<file path="src/rtl/uart_pkg.sv">
// ----------------------------------------------------------------------------
// uart_pkg
// Shared definitions for the UART transmitter and receiver:
//   - uart_state_e : frame FSM states (IDLE, START, DATA, PARITY, STOP)
//   - DEF_CLK_FREQ / DEF_BAUD : default system clock and line rate
//   - baud_mcnt()  : baud counter terminal value for a clock/baud pair
//                    (one bit period = baud_mcnt()+1 cycles)
// ----------------------------------------------------------------------------
package uart_pkg;

    localparam int unsigned DEF_CLK_FREQ = 50_000_000;
    localparam int unsigned DEF_BAUD     = 9_600;

    typedef enum logic [2:0] {
        IDLE   = 3'd0,
        START  = 3'd1,
        DATA   = 3'd2,
        PARITY = 3'd3,
        STOP   = 3'd4
    } uart_state_e;

    function automatic int unsigned baud_mcnt(input int unsigned clk_freq,
                                              input int unsigned baud);
        return (clk_freq / baud) - 1;
    endfunction

endpackage

</file>
<file path="src/rtl/uart_tx_if.sv">
// ----------------------------------------------------------------------------
// uart_tx_if
// Producer-side bundle of the UART transmitter.
//   tx_data  [7:0] byte to send
//   tx_valid       producer has a byte
//   tx_ready       transmitter holding register is empty
//   tx_busy        frame in progress (START through last STOP)
//   tx_done        one-cycle pulse during the last cycle of each frame
//   uart_tx        serial line, idles high
//
// Handshake: a byte transfers on every rising clock edge where
// tx_valid && tx_ready. tx_ready never depends on tx_valid; the producer
// holds tx_data stable while tx_valid is high and not yet accepted.
// ----------------------------------------------------------------------------
interface uart_tx_if;
    import uart_pkg::*;

    logic [7:0] tx_data;
    logic       tx_valid;
    logic       tx_ready;
    logic       tx_busy;
    logic       tx_done;
    logic       uart_tx;

    modport master (
        output tx_data,
        output tx_valid,
        input  tx_ready,
        input  tx_busy,
        input  tx_done,
        input  uart_tx
    );

    modport slave (
        input  tx_data,
        input  tx_valid,
        output tx_ready,
        output tx_busy,
        output tx_done,
        output uart_tx
    );

endinterface

</file>
<file path="src/rtl/uart_baud_cnt.sv">
// ----------------------------------------------------------------------------
// uart_baud_cnt
// Bit-period counter. Counts 0..MCNT_BAUD while enabled and wraps; held at 0
// while cleared. tick_o is high during the last cycle of each bit period.
//   clk     system clock
//   rst     asynchronous active-high reset
//   en_i    count enable
//   clr_i   synchronous clear to 0 (wins over en_i)
//   tick_o  counter at terminal value and enabled
// ----------------------------------------------------------------------------
module uart_baud_cnt #(
    parameter int unsigned MCNT_BAUD = 9
) (
    input  logic clk,
    input  logic rst,
    input  logic en_i,
    input  logic clr_i,
    output logic tick_o
);
    import uart_pkg::*;

    localparam int unsigned W = (MCNT_BAUD > 0) ? $clog2(MCNT_BAUD + 1) : 1;

    logic [W-1:0] cnt_q;
    logic [W-1:0] cnt_d;
    logic         at_top;

    assign at_top = (cnt_q == W'(MCNT_BAUD));
    assign tick_o = en_i && at_top;

    always_comb begin
        cnt_d = cnt_q;
        if (clr_i) begin
            cnt_d = '0;
        end else if (en_i) begin
            cnt_d = at_top ? '0 : cnt_q + W'(1);
        end
    end

    always_ff @(posedge clk or posedge rst) begin
        if (rst) begin
            cnt_q <= '0;
        end else begin
            cnt_q <= cnt_d;
        end
    end

endmodule

</file>
<file path="src/rtl/uart_tx.sv">
// ----------------------------------------------------------------------------
// uart_tx
// Byte-wide UART transmitter, LSB first, 8 data bits, optional parity,
// 1 or 2 stop bits. One-entry holding register lets the producer pre-load
// the next byte while a frame is on the line; frames then run back-to-back.
//   clk      system clock, rising edge
//   rst      asynchronous active-high reset (aborts any frame, drops both
//            shift and holding contents)
//   bus      uart_tx_if.slave: tx_data/tx_valid in, tx_ready/tx_busy/
//            tx_done/uart_tx out
//   state_o  current FSM state (debug)
// ----------------------------------------------------------------------------
module uart_tx
    import uart_pkg::*;
#(
    parameter int unsigned CLK_FREQ   = DEF_CLK_FREQ,
    parameter int unsigned BAUD       = DEF_BAUD,
    parameter int unsigned MCNT_BAUD  = baud_mcnt(CLK_FREQ, BAUD),
    parameter int unsigned PARITY_EN  = 0,
    parameter int unsigned PARITY_ODD = 0,
    parameter int unsigned STOP_BITS  = 1
) (
    input  logic        clk,
    input  logic        rst,
    uart_tx_if.slave    bus,
    output uart_state_e state_o
);

    uart_state_e state_q;
    logic [7:0]  hold_q;
    logic        hold_full_q;
    logic [7:0]  shift_q;
    logic [2:0]  bit_idx_q;
    logic        stop_idx_q;
    logic        par_q;
    logic        line_q;
    logic        busy_q;

    logic        tick;
    logic        accept;
    logic        last_stop;

    uart_baud_cnt #(
        .MCNT_BAUD (MCNT_BAUD)
    ) u_baud_cnt (
        .clk    (clk),
        .rst    (rst),
        .en_i   (state_q != IDLE),
        .clr_i  (state_q == IDLE),
        .tick_o (tick)
    );

    // tx_ready comes only from the holding flag, so accept and drain can never
    // happen on the same edge: drain needs hold_full_q=1, accept needs it 0.
    assign accept    = bus.tx_valid && !hold_full_q;
    assign last_stop = (STOP_BITS >= 2) ? stop_idx_q : 1'b1;

    always_ff @(posedge clk or posedge rst) begin
        if (rst) begin
            state_q     <= IDLE;
            hold_q      <= '0;
            hold_full_q <= 1'b0;
            shift_q     <= '0;
            bit_idx_q   <= '0;
            stop_idx_q  <= 1'b0;
            par_q       <= 1'b0;
            line_q      <= 1'b1;
            busy_q      <= 1'b0;
        end else begin
            if (accept) begin
                hold_q      <= bus.tx_data;
                hold_full_q <= 1'b1;
            end

            case (state_q)
                IDLE: begin
                    line_q <= 1'b1;
                    if (hold_full_q) begin
                        state_q     <= START;
                        shift_q     <= hold_q;
                        par_q       <= (^hold_q) ^ (PARITY_ODD != 0);
                        hold_full_q <= 1'b0;
                        line_q      <= 1'b0;
                        busy_q      <= 1'b1;
                    end
                end

                START: begin
                    if (tick) begin
                        state_q   <= DATA;
                        bit_idx_q <= 3'd0;
                        line_q    <= shift_q[0];
                    end
                end

                DATA: begin
                    if (tick) begin
                        if (bit_idx_q == 3'd7) begin
                            if (PARITY_EN != 0) begin
                                state_q <= PARITY;
                                line_q  <= par_q;
                            end else begin
                                state_q    <= STOP;
                                stop_idx_q <= 1'b0;
                                line_q     <= 1'b1;
                            end
                        end else begin
                            // Next bit is shift_q[1]; shift so it lands in [0].
                            bit_idx_q <= bit_idx_q + 3'd1;
                            shift_q   <= {1'b0, shift_q[7:1]};
                            line_q    <= shift_q[1];
                        end
                    end
                end

                PARITY: begin
                    if (tick) begin
                        state_q    <= STOP;
                        stop_idx_q <= 1'b0;
                        line_q     <= 1'b1;
                    end
                end

                STOP: begin
                    if (tick) begin
                        if (last_stop) begin
                            if (hold_full_q) begin
                                // Pre-loaded byte: straight into START, no idle gap.
                                state_q     <= START;
                                shift_q     <= hold_q;
                                par_q       <= (^hold_q) ^ (PARITY_ODD != 0);
                                hold_full_q <= 1'b0;
                                line_q      <= 1'b0;
                            end else begin
                                state_q <= IDLE;
                                busy_q  <= 1'b0;
                                line_q  <= 1'b1;
                            end
                        end else begin
                            stop_idx_q <= 1'b1;
                        end
                    end
                end

                default: begin
                    state_q <= IDLE;
                    busy_q  <= 1'b0;
                    line_q  <= 1'b1;
                end
            endcase
        end
    end

    // tx_done is a decode of registered state and counter only, so it marks the
    // final stop cycle itself and sits directly before the next frame's START.
    assign bus.tx_done  = (state_q == STOP) && tick && last_stop;
    assign bus.tx_ready = !hold_full_q;
    assign bus.tx_busy  = busy_q;
    assign bus.uart_tx  = line_q;
    assign state_o      = state_q;

endmodule

</file>
<file path="src/flat_wrapper.sv">
// flat-port wrapper written by rule: the top's interface ports become plain ports
module uart_tx_flat import uart_pkg::*;
#(
    parameter int unsigned CLK_FREQ   = DEF_CLK_FREQ,
    parameter int unsigned BAUD       = DEF_BAUD,
    parameter int unsigned MCNT_BAUD  = baud_mcnt(CLK_FREQ, BAUD),
    parameter int unsigned PARITY_EN  = 0,
    parameter int unsigned PARITY_ODD = 0,
    parameter int unsigned STOP_BITS  = 1
)
  (clk, rst, state_o, bus_tx_data, bus_tx_valid, bus_tx_ready, bus_tx_busy, bus_tx_done, bus_uart_tx);
  uart_tx_if bus_i ();
  input  logic clk;
  input  logic rst;
  output uart_state_e state_o;
  input wire logic [$bits(bus_i.tx_data)-1:0] bus_tx_data;
  input wire logic [$bits(bus_i.tx_valid)-1:0] bus_tx_valid;
  output wire logic [$bits(bus_i.tx_ready)-1:0] bus_tx_ready;
  output wire logic [$bits(bus_i.tx_busy)-1:0] bus_tx_busy;
  output wire logic [$bits(bus_i.tx_done)-1:0] bus_tx_done;
  output wire logic [$bits(bus_i.uart_tx)-1:0] bus_uart_tx;
  assign bus_i.tx_data = bus_tx_data;
  assign bus_i.tx_valid = bus_tx_valid;
  assign bus_tx_ready = bus_i.tx_ready;
  assign bus_tx_busy = bus_i.tx_busy;
  assign bus_tx_done = bus_i.tx_done;
  assign bus_uart_tx = bus_i.uart_tx;
  uart_tx #(.CLK_FREQ(CLK_FREQ), .BAUD(BAUD), .MCNT_BAUD(MCNT_BAUD), .PARITY_EN(PARITY_EN), .PARITY_ODD(PARITY_ODD), .STOP_BITS(STOP_BITS)) u_core (.clk(clk), .rst(rst), .bus(bus_i), .state_o(state_o));
endmodule
</file>
<file path="config.mk">
export PLATFORM = sky130hd
export DESIGN_NAME = uart_tx_flat
export DESIGN_NICKNAME = d
export VERILOG_FILES = /design/src/rtl/uart_pkg.sv /design/src/rtl/uart_tx_if.sv /design/src/rtl/uart_baud_cnt.sv /design/src/rtl/uart_tx.sv /design/src/flat_wrapper.sv
export SDC_FILE = /design/constraint.sdc
export NUM_CORES = 1
export LEC_CHECK = 0
export ABC_AREA = 1
export CORE_UTILIZATION = 32
export CTS_CLUSTER_SIZE = 8
export DETAILED_ROUTE_END_ITERATION = 10
export MAX_ROUTING_LAYER = met4
export PLACE_DENSITY = 0.46
export SYNTH_ARGS = -nofsm -noshare
export SYNTH_HDL_FRONTEND = slang
export SYNTH_SLANG_ARGS = --single-unit
</file>
<file path="constraint.sdc">
create_clock -name clk -period 2.9 [get_ports clk]
set_clock_uncertainty 0.1 [all_clocks]
set_input_delay 0.725 -clock clk [delete_from_list [all_inputs] [get_ports clk]]
set_output_delay 0.725 -clock clk [all_outputs]
set_load 0.02 [all_outputs]
</file>
==> Implementation_results.wiki, run 1 <==
{| class="wikitable"
! Metric !! Value
|-
| Final cell utilization of the core || 39.3%
|-
| Fraction of synthesized cell area in xor and xnor cells || 2.21%
|-
| Outcome || complete, no violations
|-
| Final sum of negative setup slack || 0 ns
|-
| Maximum number of pins on one net before global-route repair || 39
|-
| Number of sinks driven by the clock tree || 38
|-
| Fraction of the mapped netlist area in simple logic gates || 34.3%
|-
| Starting density of the core || 33.3%
|-
| Fraction of final layout cells sized beyond drive strength 1 || 13.5%
|-
| Io pins || 18
|-
| Gates resized, CTS repair || 0
|-
| DR vias/cell || 4.56
|-
| Total of endpoints with negative setup slack in the final report || 0
|-
| Sum of routed wire length over all layers || 4020 µm
|-
| Area used by multi-input combinational logic || 906 µm²
|-
| Root cell of the clock tree || clkbuf_8
|-
| Routed vias || 1559
|-
| Synth Area in Compound Gates || 3.21%
|-
| Horizontal die dimension || 80.8 µm
|-
| Number of buffers added to fix hold violations after cts || 0
|-
| Element type at the critical path start || flop
|-
| Maximum fanout encountered on the critical timing path || 5
|-
| Share of synthesized area occupied by flip-flops and latches || 48.0%
|-
| Synthesized Nets || 256
|-
| Total instance count after detailed placement || 334
|-
| Average instance area after synthesis || 8.21 µm²
|-
| Total core area || 5960 µm²
|-
| Via count of the first global-routing pass || 1449
|-
| Launch point of the worst hold path || u_core.u_baud_cnt.cnt_q[0]
|-
| Main combinational cell family by area after synthesis || simple AND/OR/NAND/NOR gates
|-
| Number of standard cells in the final layout excluding fillers || 342
|-
| Buffers inserted by post-CTS timing repair || 0
|-
| Number of max-cap violations || 0
|-
| Post-synthesis adder-cell area fraction || 1.89%
|-
| Max-slew headroom at the worst pin || 66.2%
|-
| Final nets || 280
|-
| Row cnt || 28
|-
| Final worst-path cycle share || 84.3%
|-
| Clock buffer depth || 2
|-
| Critical path capture point type || output port
|-
| Pwr Density || 462 nW/µm²
|-
| Total of fill cells in the finished design || 635
|-
| Inserted Clock Buffers || 5
|-
| Minimum clock period after layout || 2.44 ns
|-
| Yosys warns || 0
|-
| Hold violation total from the final report || 0
|-
| Last weighted congestion value of the routability-driven placer || 0.763
|-
| CP Data Required Time || 2.08 ns
|-
| Total iterations of the first detailed-routing run || 4
|-
| Clock tree from TritonCTS || built
|-
| Type of the most critical hold path || reg -> reg
|-
| Start point of the critical path || u_core.u_baud_cnt.cnt_q[0]
|-
| Area added between synthesis and finish || 17.8%
|-
| Worst R2R Start || u_core.u_baud_cnt.cnt_q[0]
|-
| Commonest non-fill, non-tap cells in the layout || nand2_1, dfrtp_1, inv_1, nor2_1
|-
| Initial antenna violation count || 0
|-
| IR drop worst, VDD || 0.000216 V
|-
| Synth Instances || 242
|-
| Register bit count reported by yosys || 38
|-
| Number of pins exceeding their max-slew limit in the final report || 0
|-
| Multiplexer share of the synthesized area || 3.97%
|-
| Leakage dissipation || 1.15 nW
|-
| Count of H-tree levels built during CTS || 2
|-
| CTS clock-pin slew for the worst setup and hold paths || 0.07 ns
|-
| Unrepaired setup endpoints after global routing || false
|-
| Post-route DRC violation count || 0
|-
| Final global-route overflow total || 0
|-
| Die Ht || 80.8 µm
|-
| Storage element area || 952 µm²
|-
| Insertion delay to the later sink of the worst-skew pair || 0.30 ns
|-
| Count of distinct cell types in the synthesized netlist || 28
|-
| Floorplan die area || 6520 µm²
|-
| Slew at the pin closest to its max-slew limit || 0.507 ns
|-
| Most common library cell in the layout ignoring fill and taps || nand2_1
|-
| Antenna Diode Count || 0
|-
| 1st-iter DRT viols || 64
|-
| Final HPWL DP || 2790 µm
|-
| Global-route wire length before repair || 6960 µm
|-
| Arrival time of data at the critical path endpoint || 1.62 ns
|-
| Crit path kind || reg -> out
|-
| Count of nets left with antenna violations after detail routing || 0
|-
| Area of the mapped netlist || 1990 µm²
|-
| Overall Global Routing Usage || 14.8%
|-
| Total of buffers placed on input and output ports || 17
|-
| Highest clock rate || 409 MHz
|-
| DR WL/cell || 11.8 µm
|}
[sequential cells by signal, indices dropped and copies added (netlist names)]
register and flops:
u_core.bit_idx_q 3, u_core.bus.tx_busy 1, u_core.bus.uart_tx 1, u_core.hold_full_q 1
u_core.hold_q 8, u_core.shift_q 8, u_core.state_o 3, u_core.u_baud_cnt.cnt_q 13
[metrics by stage]
stage | setup WS (ns) | hold WS, ns | instance area [µm²] | total power, mW
detailed placement | 0.402 | 0.351 | 2250 | 0.710
CTS | 0.0472 | 0.363 | 2340 | 1.10
floorplan | 0.892 | 0.333 | 1990 | 0.675
global placement | 0.425 | 0.347 | 2250 | 0.709
finish | 0.456 | 0.363 | 2340 | 1.08
global route | 0.331 | 0.389 | 2340 | 1.14
[worst paths after layout]
path | to | slack, ns | cells after the start
max | bus_tx_done | 0.46 | 6
min | u_core.u_baud_cnt.cnt_q[0] | 0.36 | 1
max reg2reg | u_core.shift_q[2] | 1.25 | 8
min reg2reg | u_core.u_baud_cnt.cnt_q[0] | 0.36 | 1
max in group asynchronous | u_core.bus.uart_tx | 1.59 | 3
min in group asynchronous | u_core.hold_q[6] | 0.74 | 3
[kinds of logic after synthesis]
| kind of cell | Yosys count |
|---|---|
| compound gates | 9 |
| xor+xnor | 5 |
| fa+ha+maj | 3 |
| buf+inv | 30 |
| flops | 38 |
| mux | 7 |
| simple gates | 150 |
[layout make-up]
cell class                 instances  area share [%]
timing repair buffer              18            7.70
inverter                          29            4.97
tap                               75            4.01
clock inverter                     1           0.214
clock buffer                       7            3.69
sequential                        38            40.7
multi-input combinational        174            38.7
[critical path, stage by stage (launching register included)]
cell,delay [ns]
dfrtp_1,0.37
ha_1,0.18
nand2_1,0.10
nor2_1,0.15
nand3_2,0.17
nor2_1,0.12
dlymetal6s2s_1,0.23
[layer usage]
metal  routed length (µm)  track usage (%)
met5                    0                -
met4                   76             5.36
met3                  121             3.71
met2                 1800             21.9
met1                 2020             19.5
[cells in the mapped netlist]
master     n  area (µm²)
nor2_2     3        18.8
nor3b_1    1        7.51
nor3_1     2        10.0
o21ai_0    3        15.0
nand2_4    3        33.8
nand2_1   87         327
nand3_1   16        80.1
nand2_2    2        12.5
inv_8      1        11.3
o21ai_1    1        5.00
mux2_2     7        78.8
xor2_1     5        43.8
buf_6      1        11.3
ha_1       3        37.5
a21oi_1    2        10.0
nand4_1    7        43.8
dfrtp_1   37         926
nor2_4     1        11.3
o21ai_2    2        17.5
nand3b_1   1        7.51
o21ai_4    1        16.3
inv_1     24        90.1
nor3_2     1        10.0
nand2_8    1        20.0
dfstp_2    1        26.3
inv_2      4        15.0
nor2_1    24        90.1
nand3_2    1        10.0
[report_power, final]
group	internal [mW]	total [mW]	leakage [nW]	switching, mW
sequential	0.571	0.590	0.479	0.0192
clock	0.192	0.384	0.0482	0.192
combinational	0.0608	0.106	0.626	0.0455
total	0.824	1.08	1.15	0.257
(Power assumes the default switching activity.)
==> inputs of run 2 (changes only) <==
clock period = 2.52 ns   (was 2.9 ns; I/O delays follow)
==> Implementation_results.wiki, run 2 (same netlist as run 1, synthesis figures left out) <==
{| class="wikitable"
! Metric !! Value
|-
| Clock buffer depth || 2
|-
| Max-slew headroom at the worst pin || 78.6%
|-
| IR drop worst, VDD || 0.000312 V
|-
| Most common library cell in the layout ignoring fill and taps || nand2_1
|-
| Overall Global Routing Usage || 13.7%
|-
| Maximum fanout encountered on the critical timing path || 4
|-
| Pwr Density || 528 nW/µm²
|-
| Row cnt || 28
|-
| Maximum number of pins on one net before global-route repair || 39
|-
| Final worst-path cycle share || 92.7%
|-
| Count of H-tree levels built during CTS || 2
|-
| Initial antenna violation count || 0
|-
| Final sum of negative setup slack || 0 ns
|-
| Final HPWL DP || 2720 µm
|-
| Leakage dissipation || 1.15 nW
|-
| DR WL/cell || 11.0 µm
|-
| Post-layout worst setup margin || 0.183 ns
|-
| Number of sinks driven by the clock tree || 38
|-
| Global-route wire length before repair || 6560 µm
|-
| Floorplan die area || 6520 µm²
|-
| Arrival time of data at the critical path endpoint || 1.61 ns
|-
| Post-route DRC violation count || 0
|-
| Root cell of the clock tree || clkbuf_8
|-
| Io pins || 18
|-
| Commonest non-fill, non-tap cells in the layout || nand2_1, dfrtp_1, inv_1, nor2_1
|-
| Total iterations of the first detailed-routing run || 4
|-
| Via count of the first global-routing pass || 1390
|-
| Clock tree from TritonCTS || built
|-
| Number of max-cap violations || 0
|-
| Count of nets left with antenna violations after detail routing || 0
|-
| Outcome || complete, no violations
|-
| Antenna Diode Count || 0
|-
| Highest clock rate || 428 MHz
|-
| Slew at the pin closest to its max-slew limit || 0.320 ns
|-
| Starting density of the core || 33.3%
|-
| Number of cells traversed by the worst hold path || 1
|-
| Last weighted congestion value of the routability-driven placer || 0.762
|-
| Finished layout cell area || 2360 µm²
|-
| Area added between synthesis and finish || 18.8%
|-
| Final cell utilization of the core || 39.6%
|-
| Inserted Clock Buffers || 5
|-
| Register name with the most flops || u_core.u_baud_cnt.cnt_q
|-
| Critical path capture point type || output port
|-
| Unrepaired setup endpoints after global routing || false
|-
| Horizontal die dimension || 80.8 µm
|-
| Final nets || 281
|-
| DR vias/cell || 4.53
|-
| Fraction of final layout cells sized beyond drive strength 1 || 14.2%
|-
| Routed vias || 1553
|-
| Minimum clock period after layout || 2.34 ns
|-
| DP Worst Slack || 0.208 ns
|-
| Biggest registers after layout || u_core.u_baud_cnt.cnt_q: 13 flops, u_core.hold_q: 8 flops, u_core.shift_q: 8 flops
|-
| Worst path max stage delay || 0.37 ns
|-
| Total of endpoints with negative setup slack in the final report || 0
|-
| Final global-route overflow total || 0
|-
| Element type at the critical path start || flop
|-
| Crit path kind || reg -> out
|-
| Critical-path cell with the highest stage delay || dfrtp_1
|-
| Critical Path, Cell by Cell || ha_1, nand2_1, nor2_1, nand3_2, nor2_1, dlygate4sd2_1
|-
| Number of buffers added to fix hold violations after cts || 0
|-
| Total of buffers placed on input and output ports || 17
|-
| Die Ht || 80.8 µm
|-
| Insertion delay to the later sink of the worst-skew pair || 0.28 ns
|-
| Hold violation total from the final report || 0
|-
| Type of the most critical hold path || reg -> reg
|-
| CP Data Required Time || 1.79 ns
|-
| Sum of routed wire length over all layers || 3780 µm
|-
| CTS clock-pin slew for the worst setup and hold paths || 0.07 ns
|-
| Number of pins exceeding their max-slew limit in the final report || 0
|-
| 1st-iter DRT viols || 84
|-
| Max FFs per register || 13
|-
| Cell seen most often among critical-path stages || nor2_1
|-
| Cell depth of the worst flop-to-flop path || 9
|-
| Area after detailed placement || 2270 µm²
|-
| Total core area || 5960 µm²
|}
==> run 2: cell types whose count changed in the layout (fill, tap and decap cells not counted), sizes merged <==
cell	before	now
clkinvlp	0	1
dlymetal6s2s	1	0
clkbuf	7	6
dlygate4sd2	0	1
buf	1	2
==> run 2: layer usage <==
| layer | routed length [µm] | vias up | share of wire, % | global-route usage [%] |
|---|---|---|---|---|
| met3 | 87 | 2 | 2.3 | 3.15 |
| met2 | 1640 | 22 | 43 | 19.4 |
| li1 | - | 811 | - | - |
| met4 | 40 | 0 | 1.1 | 5.36 |
| met5 | 0 | - | 0 | - |
| met1 | 2020 | 718 | 53 | 18.8 |
==> run 2: path summary, 6_finish.rpt <==
path	start	to	slack (ns)
max	u_core.u_baud_cnt.cnt_q[0]	bus_tx_done	0.18
min	u_core.u_baud_cnt.cnt_q[0]	u_core.u_baud_cnt.cnt_q[0]	0.36
max reg2reg	u_core.u_baud_cnt.cnt_q[0]	u_core.shift_q[4]	0.85
min reg2reg	u_core.u_baud_cnt.cnt_q[0]	u_core.u_baud_cnt.cnt_q[0]	0.36
max in group asynchronous	rst	u_core.bus.uart_tx	1.48
min in group asynchronous	rst	u_core.hold_q[5]	0.59
==> run 2: cell type report <==
cell class | count | area [µm²]
Fill cell | 635 | 3600
Sequential cell | 38 | 952
Multi-Input combinational cell | 174 | 906
Timing Repair Buffer | 19 | 196
Inverter | 29 | 116
Tap cell | 75 | 93.8
Clock buffer | 6 | 82.6
Clock inverter | 2 | 12.5
==> run 2: worst max-delay path: cells and delay by family (launching register included) <==
| kind | cells | cell delay [ns] |
|---|---|---|
| and+or+nand+nor | 4 | 0.44 |
| buffers and inverters | 1 | 0.34 |
| adders and majority gates | 1 | 0.18 |
| DFF | 1 | 0.37 |
==> run 2: power breakdown <==
part / switching, mW / internal [mW]
sequential: 0.0218 / 0.657
clock: 0.222 / 0.220
combinational: 0.0533 / 0.0723
==> run 2: metrics by stage <==
stage,std cells,power (mW),hold WS (ns)
5_1_grt,343,1.31,0.388
2_1_floorplan,242,0.777,0.333
4_1_cts,343,1.28,0.368
6_report,343,1.25,0.363
3_5_place_dp,335,0.821,0.357
3_3_place_gp,335,0.818,0.345
==> run 2: what timing repair did <==
action,CTS,global route
endpoints found under the setup margin,1,0
resized for setup,1,0
buffers inserted,0,0
==> inputs of run 3 (changes only) <==
RECOVER_POWER = 25   (was not set)
==> Implementation_results.wiki, run 3 (same netlist as run 1, synthesis figures left out) <==
{| class="wikitable"
! Metric !! Value
|-
| Outcome || complete, no violations
|-
| Max-slew headroom at the worst pin || 35.3%
|-
| Root cell of the clock tree || clkbuf_8
|-
| Last weighted congestion value of the routability-driven placer || 0.762
|-
| Pwr Density || 530 nW/µm²
|-
| Final global-route overflow total || 0
|-
| Floorplan die area || 6520 µm²
|-
| Met1 Routed Length || 2020 µm
|-
| Element type at the critical path start || flop
|-
| Final HPWL DP || 2720 µm
|-
| Storage element area || 952 µm²
|-
| Horizontal die dimension || 80.8 µm
|-
| Total core area || 5960 µm²
|-
| Final sum of negative setup slack || 0 ns
|-
| Routed vias || 1553
|-
| Type of the most critical hold path || reg -> reg
|-
| Slew at the pin closest to its max-slew limit || 0.971 ns
|-
| Post-route DRC violation count || 0
|-
| Antenna Diode Count || 0
|-
| Biggest registers after layout || u_core.u_baud_cnt.cnt_q: 13 flops, u_core.hold_q: 8 flops, u_core.shift_q: 8 flops
|-
| Total of endpoints with negative setup slack in the final report || 0
|-
| Overall Global Routing Usage || 13.7%
|-
| Sum of routed wire length over all layers || 3780 µm
|-
| Buffers inserted by post-CTS timing repair || 0
|-
| Critical path capture point type || output port
|-
| Highest clock rate || 428 MHz
|-
| Via count of the first global-routing pass || 1390
|-
| Io pins || 18
|-
| Count of H-tree levels built during CTS || 2
|-
| Number of pins exceeding their max-slew limit in the final report || 0
|-
| Initial antenna violation count || 0
|-
| CP Data Required Time || 1.79 ns
|-
| CTS clock-pin slew for the worst setup and hold paths || 0.07 ns
|-
| Cell seen most often among critical-path stages || nor2_1
|-
| Total of fill cells in the finished design || 636
|-
| Worst path buffer plus inverter count || 1
|-
| 1st-iter DRT viols || 84
|-
| Crit path kind || reg -> out
|-
| Most common library cell in the layout ignoring fill and taps || nand2_1
|-
| Clock buffer depth || 2
|-
| Final worst-path cycle share || 92.7%
|-
| Register name with the most flops || u_core.u_baud_cnt.cnt_q
|-
| Count of nets left with antenna violations after detail routing || 0
|-
| Number of cells traversed by the worst hold path || 1
|-
| DR vias/cell || 4.53
|-
| Number of sinks driven by the clock tree || 38
|-
| Area added between synthesis and finish || 18.1%
|-
| Worst path max stage delay || 0.37 ns
|-
| Maximum fanout encountered on the critical timing path || 4
|-
| Commonest non-fill, non-tap cells in the layout || nand2_1, dfrtp_1, inv_1, nor2_1, nand3_1
|-
| Maximum number of pins on one net before global-route repair || 39
|-
| Critical Path, Cell by Cell || ha_1, nand2_1, nor2_1, nand3_2, nor2_1, dlygate4sd2_1
|-
| Starting density of the core || 33.3%
|-
| Unrepaired setup endpoints after global routing || false
|-
| Total of buffers placed on input and output ports || 17
|-
| Total iterations of the first detailed-routing run || 4
|-
| Cell-internal power || 946 µW
|-
| Relative contribution of the clock network to total power || 35.6%
|-
| Sequential share of power || 54.6%
|-
| Max FFs per register || 13
|-
| Inserted Clock Buffers || 5
|-
| Hold violation total from the final report || 0
|-
| DR WL/cell || 11.0 µm
|-
| Minimum clock period after layout || 2.34 ns
|-
| Top cell family by delay on the critical path || simple AND/OR/NAND/NOR gates
|-
| Psw || 296 µW
|-
| Combinational Power Share || 9.8%
|-
| Switching part of the total || 23.8%
|-
| Clock tree from TritonCTS || built
|-
| Critical path depth in cells || 6
|-
| Area used by multi-input combinational logic || 906 µm²
|-
| Number of max-cap violations || 0
|-
| Fraction of final layout cells sized beyond drive strength 1 || 14.2%
|-
| Row cnt || 28
|-
| Metal2 WL || 1640 µm
|-
| Max Used Layer || met4
|-
| Arrival time of data at the critical path endpoint || 1.61 ns
|-
| Critical-path cell with the highest stage delay || dfrtp_1
|-
| Cell depth of the worst flop-to-flop path || 9
|-
| Total met3 wirelength after detailed routing || 87 µm
|-
| Die Ht || 80.8 µm
|-
| Insertion delay to the later sink of the worst-skew pair || 0.28 ns
|-
| Leakage dissipation || 1.14 nW
|-
| Global-route wire length before repair || 6560 µm
|-
| IR drop worst, VDD || 0.000312 V
|-
| Final nets || 281
|-
| Final cell utilization of the core || 39.4%
|}
## run 3: cell types whose count changed in the layout (fill, tap and decap cells not counted), sizes merged
cell and change:
buf -1, clkdlybuf4s50 -1, dlygate4sd3 +1, clkbuf +1
## run 3: worst paths after layout
kind / to / slack [ns] / from
min: u_core.u_baud_cnt.cnt_q[0] / 0.36 / u_core.u_baud_cnt.cnt_q[0]
max in group asynchronous: u_core.shift_q[2] / 0.75 / rst
min in group asynchronous: u_core.hold_q[6] / 0.97 / rst
max reg2reg: u_core.shift_q[4] / 0.85 / u_core.u_baud_cnt.cnt_q[0]
max: bus_tx_done / 0.18 / u_core.u_baud_cnt.cnt_q[0]
min reg2reg: u_core.u_baud_cnt.cnt_q[0] / 0.36 / u_core.u_baud_cnt.cnt_q[0]
## run 3: layout make-up
| class | count | area share, % |
|---|---|---|
| Sequential cell | 38 | 40.6 |
| Clock inverter | 2 | 0.534 |
| Clock buffer | 6 | 3.52 |
| Inverter | 29 | 4.96 |
| Tap cell | 75 | 4.00 |
| Multi-Input combinational cell | 174 | 38.6 |
| Timing Repair Buffer | 19 | 7.74 |
## run 3: what timing repair did
item | 4_1_cts | 5_1_grt
resized for setup | 1 | 0
endpoints found under the setup margin | 1 | 0
hold buffers | 0 | 0
## run 3: stage by stage
stage | hold slack, ns | area [µm²] | worst slack (ns) | power, mW | instances
after global placement | 0.345 | 2270 | 0.204 | 0.818 | 335
after global routing | 0.388 | 2340 | 0.0234 | 1.31 | 343
after detailed placement | 0.357 | 2270 | 0.208 | 0.821 | 335
final | 0.363 | 2340 | 0.183 | 1.24 | 343
after CTS | 0.368 | 2360 | 0.150 | 1.28 | 343
after floorplan | 0.333 | 1990 | 0.607 | 0.777 | 242
## run 3: worst reg2reg max path, cell delays in order, from the launching register on
cell	delay, ns
dfrtp_1	0.37
ha_1	0.18
nand2_1	0.11
nor2_1	0.15
nand3_2	0.09
buf_4	0.17
o21ai_4	0.13
nand2_4	0.14
nand2_1	0.10
nand2_1	0.05
## run 3: routing by layer
metal,vias up,track usage [%]
met5,-,-
met4,0,5.36
li1,811,-
met3,2,3.15
met2,22,19.4
met1,718,18.8
## run 3: power groups by stage
stage                     clock [mW]  sequential (mW)  combinational, mW
after floorplan                    0            0.685             0.0921
after global placement             0            0.690              0.128
after detailed placement           0            0.692              0.130
after CTS                      0.467            0.679              0.130
after global routing           0.483            0.686              0.142
final                          0.442            0.679              0.122
